### src/rtl/thirtytwo_bit_xor.sv
// thirtytwo_bit_xor: per-bit combinational XOR with a registered result, zero and parity flags
module thirtytwo_bit_xor #(
   parameter int WIDTH = 32
) (
   input  logic             clk,
   input  logic             rst,
   input  logic [WIDTH-1:0] A,
   input  logic [WIDTH-1:0] B,
   input  logic             VALID_I,
   output logic [WIDTH-1:0] Y,
   output logic [WIDTH-1:0] Y_R,
   output logic             VALID_O,
   output logic             ZERO,
   output logic             PARITY
);
   genvar i;
   generate
      for (i = 0; i < WIDTH; i++) begin : g_cell
         assign Y[i] = A[i] ^ B[i];
      end
   endgenerate
   // capture the XOR result and its flags; flags and result hold when nothing is captured
   always_ff @(posedge clk or posedge rst) begin
      if (rst) begin
         Y_R     <= '0;
         VALID_O <= 1'b0;
         ZERO    <= 1'b1;
         PARITY  <= 1'b0;
      end else begin
         VALID_O <= VALID_I;
         if (VALID_I) begin
            Y_R    <= Y;
            ZERO   <= ~|Y;
            PARITY <= ^Y;
         end
      end
   end
endmodule

### config.mk
export PLATFORM = sky130hd
export DESIGN_NAME = thirtytwo_bit_xor
export DESIGN_NICKNAME = d
export VERILOG_FILES = /design/src/rtl/thirtytwo_bit_xor.sv
export SDC_FILE = /design/constraint.sdc
export NUM_CORES = 1
export LEC_CHECK = 0
export BUFFER_PORTS_ARGS = -buffer_cell sky130_fd_sc_hd__buf_2
export CAP_MARGIN = 20
export CORE_ASPECT_RATIO = 0.8
export CORE_MARGIN = 2
export CORE_UTILIZATION = 40
export CTS_CLUSTER_DIAMETER = 50
export DETAILED_ROUTE_END_ITERATION = 8
export GPL_TIMING_DRIVEN = 0
export PLACE_DENSITY = 0.86
export SETUP_SLACK_MARGIN = 0.3
export SLEW_MARGIN = 20
export SYNTH_ARGS = -nofsm -noshare
export SYNTH_HDL_FRONTEND = slang
export SYNTH_SLANG_ARGS = --single-unit
### constraint.sdc
create_clock -name clk -period 1.3 [get_ports clk]
set_clock_uncertainty 0.2 [all_clocks]
set_input_delay 0.13 -clock clk [delete_from_list [all_inputs] [get_ports clk]]
set_output_delay 0.13 -clock clk [all_outputs]
set_load 0.02 [all_outputs]
==> metrics, run 1 <==
complex-gate fraction of the synthesized area=8.608%; GR repair worst EP=PARITY$_DFFE_PP0P_/D; sequential area share after synthesis=44.37%; most numerous cell in the Yosys netlist=xnor2_1; # IOs=134; Synth Area in Simple Gates=8.038%; syn nets=296; WEP type=register data pin; HPWL Detailed=4544 µm; synth cell count leaders=xnor2_1, dfrtp_1, inv_1; row cnt=22; most used flip-flop cell after synthesis=dfrtp_1; I/O Buffers=133; Post-synth EDFFs=0; die span in y=66.88 µm; Halt Stage=global routing (5_1_grt); syn_area_per_cell=9.281 µm²; Initial Utilization=42.25%; worst-case clock buffer depth=2; Netlist cell types=15; Synth warnings=0; #FFs+latches synth=35; largest family of logic cells by synthesized area=XOR/XNOR gates; die boundary width=82.60 µm; final RePlAce weighted congestion=0.7020; post-synthesis adder-cell area fraction=10.13%; TritonCTS buffer count=5; ys async rst share=100.0%; mapped cell area=1977 µm²; top post-synthesis cells by area=dfrtp_1, xnor2_1, ha_1; Synth area leader=dfrtp_1; root buf cell=clkbuf_8; Synth top area share=43.04%; H-tree lvl count=2; placed cell count=406; Run Error=[ERROR DPL-0038] Utilization greater than 100%, impossible to legalize; outcome=stopped before the end; mux share of post-synthesis cell area=0%; largest net degree at the start of global routing=36; clk sinks=35; Post-Synthesis Cells=213; Synth Area in XOR/XNOR=20.82%
-- repair_timing --
action                     CTS
hold endpoints to repair    41
hold buffers                 1
setup endpoints to repair   47
buffers inserted            40
resized for setup          229
pin swaps                   48
-- stage by stage --
step / TNS (ps) / worst slack, ps / area, µm²
after CTS: -184.0 / -184.0 / 4409
after detailed placement: -912.8 / -564.4 / 3068
after global placement: -835.5 / -539.2 / 3068
after floorplan: -245.3 / -245.3 / 2327
-- cells by family after synthesis --
logic type      after synthesis
xor+xnor                     47
simple gates                 39
flops                        35
compound gates               34
fa+ha+maj                    16
buf+inv                      42
==> run 2: changes to the inputs <==
- CORE_ASPECT_RATIO: 0.8 -> unset
- CORE_UTILIZATION: 40 -> 25
- CTS_CLUSTER_DIAMETER: 50 -> unset
- PLACE_DENSITY: 0.86 -> unset
- PLACE_DENSITY_LB_ADDON: unset -> 0.15
- SETUP_SLACK_MARGIN: 0.3 -> unset
==> run 2 against run 1 <==
- the flow now finishes, with violations (negative hold slack, negative setup slack)
- synthesized area did not move
- synthesized cell count did not move
==> metrics, run 2 <==
max FFs per register=32; commonest non-fill, non-tap cell in the layout=buf_2; Post-synth EDFFs=0 (unchanged); first-pass GRT wire length=10,430 µm; syn_area_per_cell=9.281 µm² (unchanged); Worst setup SP type=input port; Reg with most FFs=Y_R; Reg2Reg Depth=2; Multi-input gate area=1828 µm²; # IOs=134 (unchanged); Crit Reg-Reg Endpoint=ZERO$_DFFE_PP1P_; Max-slew headroom=67.29%; die boundary width=92.93 µm (was 82.60 µm); Static Leakage=1.994 nW; initial DRC count=73; Reg area=877.1 µm²; via/cell ratio=4.164; die span in y=92.93 µm (was 66.88 µm); synth cell count leaders=xnor2_1, dfrtp_1, inv_1 (unchanged); crit-path cells=buf_8, xnor2_4, ha_4, xor2_2, xnor2_1, xnor2_1, xnor2_1, a21oi_1; Final nets=473; placed cell count=449 (was 406); filler cell count=696; Crit path required time=1270 ps; Post-Synthesis Cells=213 (unchanged); dpl cell area=3120 µm² (was 3068 µm²); Netlist cell types=15 (unchanged); cell area after layout=4227 µm²; mapped cell area=1977 µm² (unchanged); register-to-register setup slack=310 ps; most used flip-flop cell after synthesis=dfrtp_1 (unchanged); Antenna Nets Post-Route=0; setup ws final=-188.2 ps; highest-count cells in the layout ignoring fill and taps=buf_2, dfrtp_1, buf_4; Total Routed Length=6759 µm; GRT Total Usage=15.47%; #FFs+latches synth=35 (unchanged); failing checks=negative hold slack, negative setup slack; I/O Buffers=133 (unchanged); worst setup path start=B[25]; Final setup viols=1; vias in the first global route=2,181; Critical path destination=PARITY$_DFFE_PP0P_; Levels on crit path=8; final RePlAce weighted congestion=0.6617 (was 0.7020); RSZ-0062 raised after global routing=true; maxcap violations=0; critical path fanouts, max=2; most used cell, CP=xnor2_1; outcome=finished with violations (was stopped before the end); WP data arrival=1460 ps; max-slew violations=0; n_diodes=0; worst path bufs/invs=1; largest net degree at the start of global routing=33; H-tree lvl count=2 (unchanged); initial antenna violation count=0; HPWL Detailed=4660 µm (was 4544 µm); DR WL/cell=13.71 µm; Worst setup EP type=flop; Clock Latency Late Sink=290 ps; CTS tree=yes; most numerous cell in the Yosys netlist=xnor2_1 (unchanged); worst-case clock buffer depth=2 (unchanged); minimum hold slack=-0.8926 ps; sequential area share after synthesis=44.37% (unchanged); slowest CP cell=ha_4; Min-Delay Path Class=input port to flop; die area=8635 µm²; GR Overflow Total=0; CP Class=input port to flop; Layout Cells excl Fill=493; Synth area leader=dfrtp_1 (unchanged); clk sinks=35 (unchanged); Final Power=0.004567 W; FF-to-FF Start=ZERO$_DFFE_PP1P_; DRC errors left=0; row cnt=32 (was 22); routed vias=2,053; Crit path max-delay family=XOR/XNOR gates; Peak VDD IR=0.4266 mV; Initial DRT Pass Iterations=4; crit-path max cell delay=240 ps; Initial Utilization=25.72% (was 42.25%); top post-synthesis cells by area=dfrtp_1, xnor2_1, ha_1 (unchanged); root buf cell=clkbuf_8 (unchanged); minimum clock period=1488 ps; Worst-Margin Slew=490.6 ps; Synth top area share=43.04% (unchanged); final hold vios=1; TritonCTS buffer count=5 (unchanged); Syn-to-layout area delta=113.8%; Max Fclk=672.0 MHz; Synth warnings=0 (unchanged); area of the core=7687 µm²; ys async rst share=100.0% (unchanged); fraction of layout cells with a size suffix above 1=59.59%; Pwr Density=1080 nW/µm²; Period Utilization, post-route=114.5%; syn nets=296 (unchanged); CTS clk-pin slew, worst paths=80 ps
-- run 2: cell counts after synthesis --
No cell type changed its count.
-- run 2: final cells by class --
type | instances | share of cell area, %
Buffer | 8 | 0.8289
Clock buffer | 7 | 1.806
Clock inverter | 1 | 0.1184
Inverter | 34 | 3.020
Multi-Input combinational cell | 136 | 43.25
Sequential cell | 35 | 20.75
Tap cell | 102 | 3.020
Timing Repair Buffer | 170 | 27.21
-- run 2: what timing repair did --
action	CTS	global route
hold buffers	6	1
pin swaps	51	28
setup buffers	24	5
gates resized for setup	53	36
setup endpoints to repair	12	11
endpoints found under the hold margin	40	1
-- run 2: how the worst min path moves through the flow --
stage	from	endpoint	slack, ps	cells past startpoint
global route	A[31]	Y_R[31]$_DFFE_PP0P_	4	3
floorplan	VALID_I	VALID_O$_DFF_PP0_	-40	0
finish	A[31]	Y_R[31]$_DFFE_PP0P_	-0.9	3
CTS	A[23]	Y_R[23]$_DFFE_PP0P_	3	3
global placement	VALID_I	VALID_O$_DFF_PP0_	50	1
detailed placement	rst	Y_R[17]$_DFFE_PP0P_	-190	2
-- run 2: metal layers --
layer / global-route usage (%) / share of wire [%]
met1: 18.80 / 39
met2: 27.84 / 55
met3: 3.011 / 5.3
met4: 4.167 / 1.1
met5: 0 / 0
-- run 2: cells by family (layout without fill, tap and decap cells) --
| group | count (synthesis) | count (layout) | share of synthesized area (%) |
|---|---|---|---|
| XOR/XNOR | 47 | 47 | 20.82 |
| adder cells (fa/ha/maj) | 16 | 16 | 10.13 |
| AND/OR/NAND/NOR | 39 | 39 | 8.038 |
| flip-flops | 35 | 35 | 44.37 |
| AO/OA/AOI/OAI | 34 | 34 | 8.607 |
| buffers and inverters | 42 | 220 | 8.037 |
-- run 2: where the power goes --
part | total, W | internal [W] | switching (W)
sequential | 0.00130 | 0.00123 | 0.0000698
clock | 0.000771 | 0.000376 | 0.000395
combinational | 0.00250 | 0.00129 | 0.00120
-- run 2: worst register-to-register path, stage by stage (launching register included) --
cell and delay, ps:
dfstp_2 540, inv_1 40, o21ai_0 140
-- run 2: per-stage QoR --
| step | hold slack (ps) | utilization (%) | setup TNS [ps] | setup WS (ps) |
|---|---|---|---|---|
| floorplan | -38.57 | - | -253.4 | -253.4 |
| global placement | 54.15 | 40.33 | -21420 | -586.9 |
| detailed placement | -191.8 | 40.59 | -9035 | -589.5 |
| CTS | 2.658 | 50.67 | -150.1 | -150.1 |
| global route | 4.066 | 54.98 | -283.2 | -278.1 |
| finish | -0.8926 | 54.98 | -188.2 | -188.2 |
No activity file was read; power rests on OpenSTA's default activity.
==> run 3: changes to the inputs <==
- HOLD_SLACK_MARGIN: unset -> 0.15
- SKIP_LAST_GASP: unset -> 1
- clock period: 1.3 -> 1.6 ns (I/O delays scaled with it)
==> run 3 against run 2 <==
- the run now ends clean
- largest cell class unchanged
- clock power fell by 19%
- register-to-register slack improved by 320 ps
- count of clock-buffer cells in the layout did not move
- critical path depth did not move
- wire length fell by 9.1%
- total power fell by 25%
- final area fell by 11%
- sequential cell count did not move
- first-iteration DRC count fell by 40%
- critical endpoint unchanged
- sequential share of layout area rose by 2.5 points
- combinational power fell by 31%
==> metrics, run 3 (same netlist as run 2, synthesis figures left out) <==
I/O Buffers=133 (unchanged); CTS clk-pin slew, worst paths=70 ps (was 80 ps); DR WL/cell=12.38 µm (was 13.71 µm); Period Utilization, post-route=97.08%; Layout Cells excl Fill=496 (was 493); die boundary width=92.93 µm (unchanged); CP Class=input port to flop (unchanged); routed vias=2,032 (was 2,053); H-tree lvl count=2 (unchanged); placed cell count=449 (unchanged); clk sinks=35 (unchanged); Final nets=476 (was 473); Syn-to-layout area delta=91.01% (was 113.8%); initial DRC count=44 (was 73); slowest CP cell=ha_4 (unchanged); crit-path cells=buf_2, xnor2_4, ha_4, xor2_2, xnor2_2, xnor2_1, xnor2_1, a21oi_1 (was buf_8, xnor2_4, ha_4, xor2_2, xnor2_1, xnor2_1, xnor2_1, a21oi_1); register-to-register setup slack=630 ps (was 310 ps); n_diodes=0 (unchanged); HPWL Detailed=4604 µm (was 4660 µm); commonest non-fill, non-tap cell in the layout=buf_2 (unchanged); Min-Delay Path Class=input port to flop (unchanged); Peak VDD IR=0.3782 mV (was 0.4266 mV); worst hold start=A[28] (was A[31]); worst-case clock buffer depth=2 (unchanged); row cnt=32 (unchanged); crit-path max cell delay=240 ps (about the same); Setup Total Neg Slack=0 ps (was -188.2 ps); die area=8635 µm² (unchanged); critical path fanouts, max=3 (was 2); highest-count cells in the layout ignoring fill and taps=buf_2, dfrtp_1, dlygate4sd3_1 (was buf_2, dfrtp_1, buf_4); worst path bufs/invs=1 (unchanged); final hold vios=0 (was 1); max-slew violations=0 (unchanged); TritonCTS buffer count=5 (unchanged); GR Overflow Total=0 (unchanged); Final setup viols=0 (was 1); Antenna Nets Post-Route=0 (unchanged); worst setup path start=B[29] (was B[25]); initial antenna violation count=0 (unchanged); area of the core=7687 µm² (unchanged); Reg with most FFs=Y_R (unchanged); minimum clock period=1553 ps; via/cell ratio=4.097 (was 4.164); Initial Utilization=25.72% (unchanged); first-pass GRT wire length=9763 µm (was 10,430 µm); Crit path max-delay family=XOR/XNOR gates (unchanged); Crit path required time=1550 ps (was 1270 ps); Initial DRT Pass Iterations=4 (unchanged); vias in the first global route=2,033 (was 2,181); outcome=finished, final reports clean (was finished with violations); Pwr Density=902.1 nW/µm² (was 1080 nW/µm²); Worst setup SP type=input port (unchanged); fraction of layout cells with a size suffix above 1=48.22% (was 59.59%); Total Routed Length=6142 µm (was 6759 µm); Max-slew headroom=63.58% (was 67.29%); Clock Latency Late Sink=270 ps (was 290 ps); max FFs per register=32 (unchanged); Max Fclk=643.8 MHz; die span in y=92.93 µm (unchanged); WP data arrival=1500 ps (was 1460 ps); root buf cell=clkbuf_8 (unchanged); Worst-Margin Slew=546.3 ps (was 490.6 ps); final RePlAce weighted congestion=0.6733 (was 0.6617); Static Leakage=1.898 nW (was 1.994 nW); Worst setup EP type=flop (unchanged); FF-to-FF Start=ZERO$_DFFE_PP1P_ (unchanged); # IOs=134 (unchanged); CTS tree=yes (unchanged); most used cell, CP=xnor2_1 (unchanged); largest net degree at the start of global routing=19 (was 33); DRC errors left=0 (unchanged); GRT Total Usage=14.32% (was 15.47%); maxcap violations=0 (unchanged)
-- run 3: cell count changes in the layout (fill, tap and decap cells not counted), sizes merged --
| cell | previous run | this run |
|---|---|---|
| clkbuf | 12 | 11 |
| dlygate4sd3 | 7 | 34 |
| buf | 166 | 143 |
-- run 3: repair_timing --
item / in CTS / in global routing
endpoints found under the setup margin: 1 / 1
endpoints found under the hold margin: 67 / 0
hold buffers: 34 / 0
pin swaps: 5 / 23
resized for setup: 1 / 29
setup buffers: 3 / 2
-- run 3: report_power, final --
group          internal (W)  switching, W  leakage (nW)
clock              0.000306      0.000317        0.0422
sequential         0.000999     0.0000555         0.390
combinational      0.000862      0.000867          1.47
-- run 3: area by class of cell --
class                   count  area (µm²)
flip-flops and latches     35       877.1
plain buffers               8       31.28
inverters                  34       127.6
fillers                   743        3911
multi-input cells         136        1429
repair buffers            173        1102
clock buffers               7       76.32
well taps                 102       127.6
clock inverters             1       5.005
-- run 3: final timing paths --
check | to | depth (start not counted)
setup / recovery | PARITY$_DFFE_PP0P_ | 8
min in group asynchronous | Y_R[24]$_DFFE_PP0P_ | 3
hold / removal | ZERO$_DFFE_PP1P_ | 5
max in group asynchronous | ZERO$_DFFE_PP1P_ | 4
setup reg to reg | ZERO$_DFFE_PP1P_ | 2
hold reg to reg | ZERO$_DFFE_PP1P_ | 2
-- run 3: worst min-delay path: stages --
cell and delay, ps:
buf_6 90, xnor2_4 90, ha_4 160, nand4_1 80, o21ai_0 70
-- run 3: through the flow --
step	cell area [µm²]	worst slack, ps	util [%]	hold slack [ps]	total power [W]
6_report	3776	46.69	49.12	169.6	0.003407
3_5_place_dp	3038	-361.5	39.52	-0.2735	0.002483
4_1_cts	3490	18.16	45.39	193.8	0.003272
3_3_place_gp	3010	-363.7	39.16	83.00	0.002466
2_1_floorplan	2217	0.3655	-	-8.570	0.002020
5_1_grt	3776	-19.31	49.12	198.6	0.003631
-- run 3: per-layer routing --
metal | GRT usage (%) | share of wire [%] | routed length [µm]
met1 | 18.93 | 44 | 2722
met4 | 3.309 | 0.44 | 27
met3 | 4.068 | 7.8 | 479
met5 | 0 | 0 | 0
met2 | 23.25 | 47 | 2912
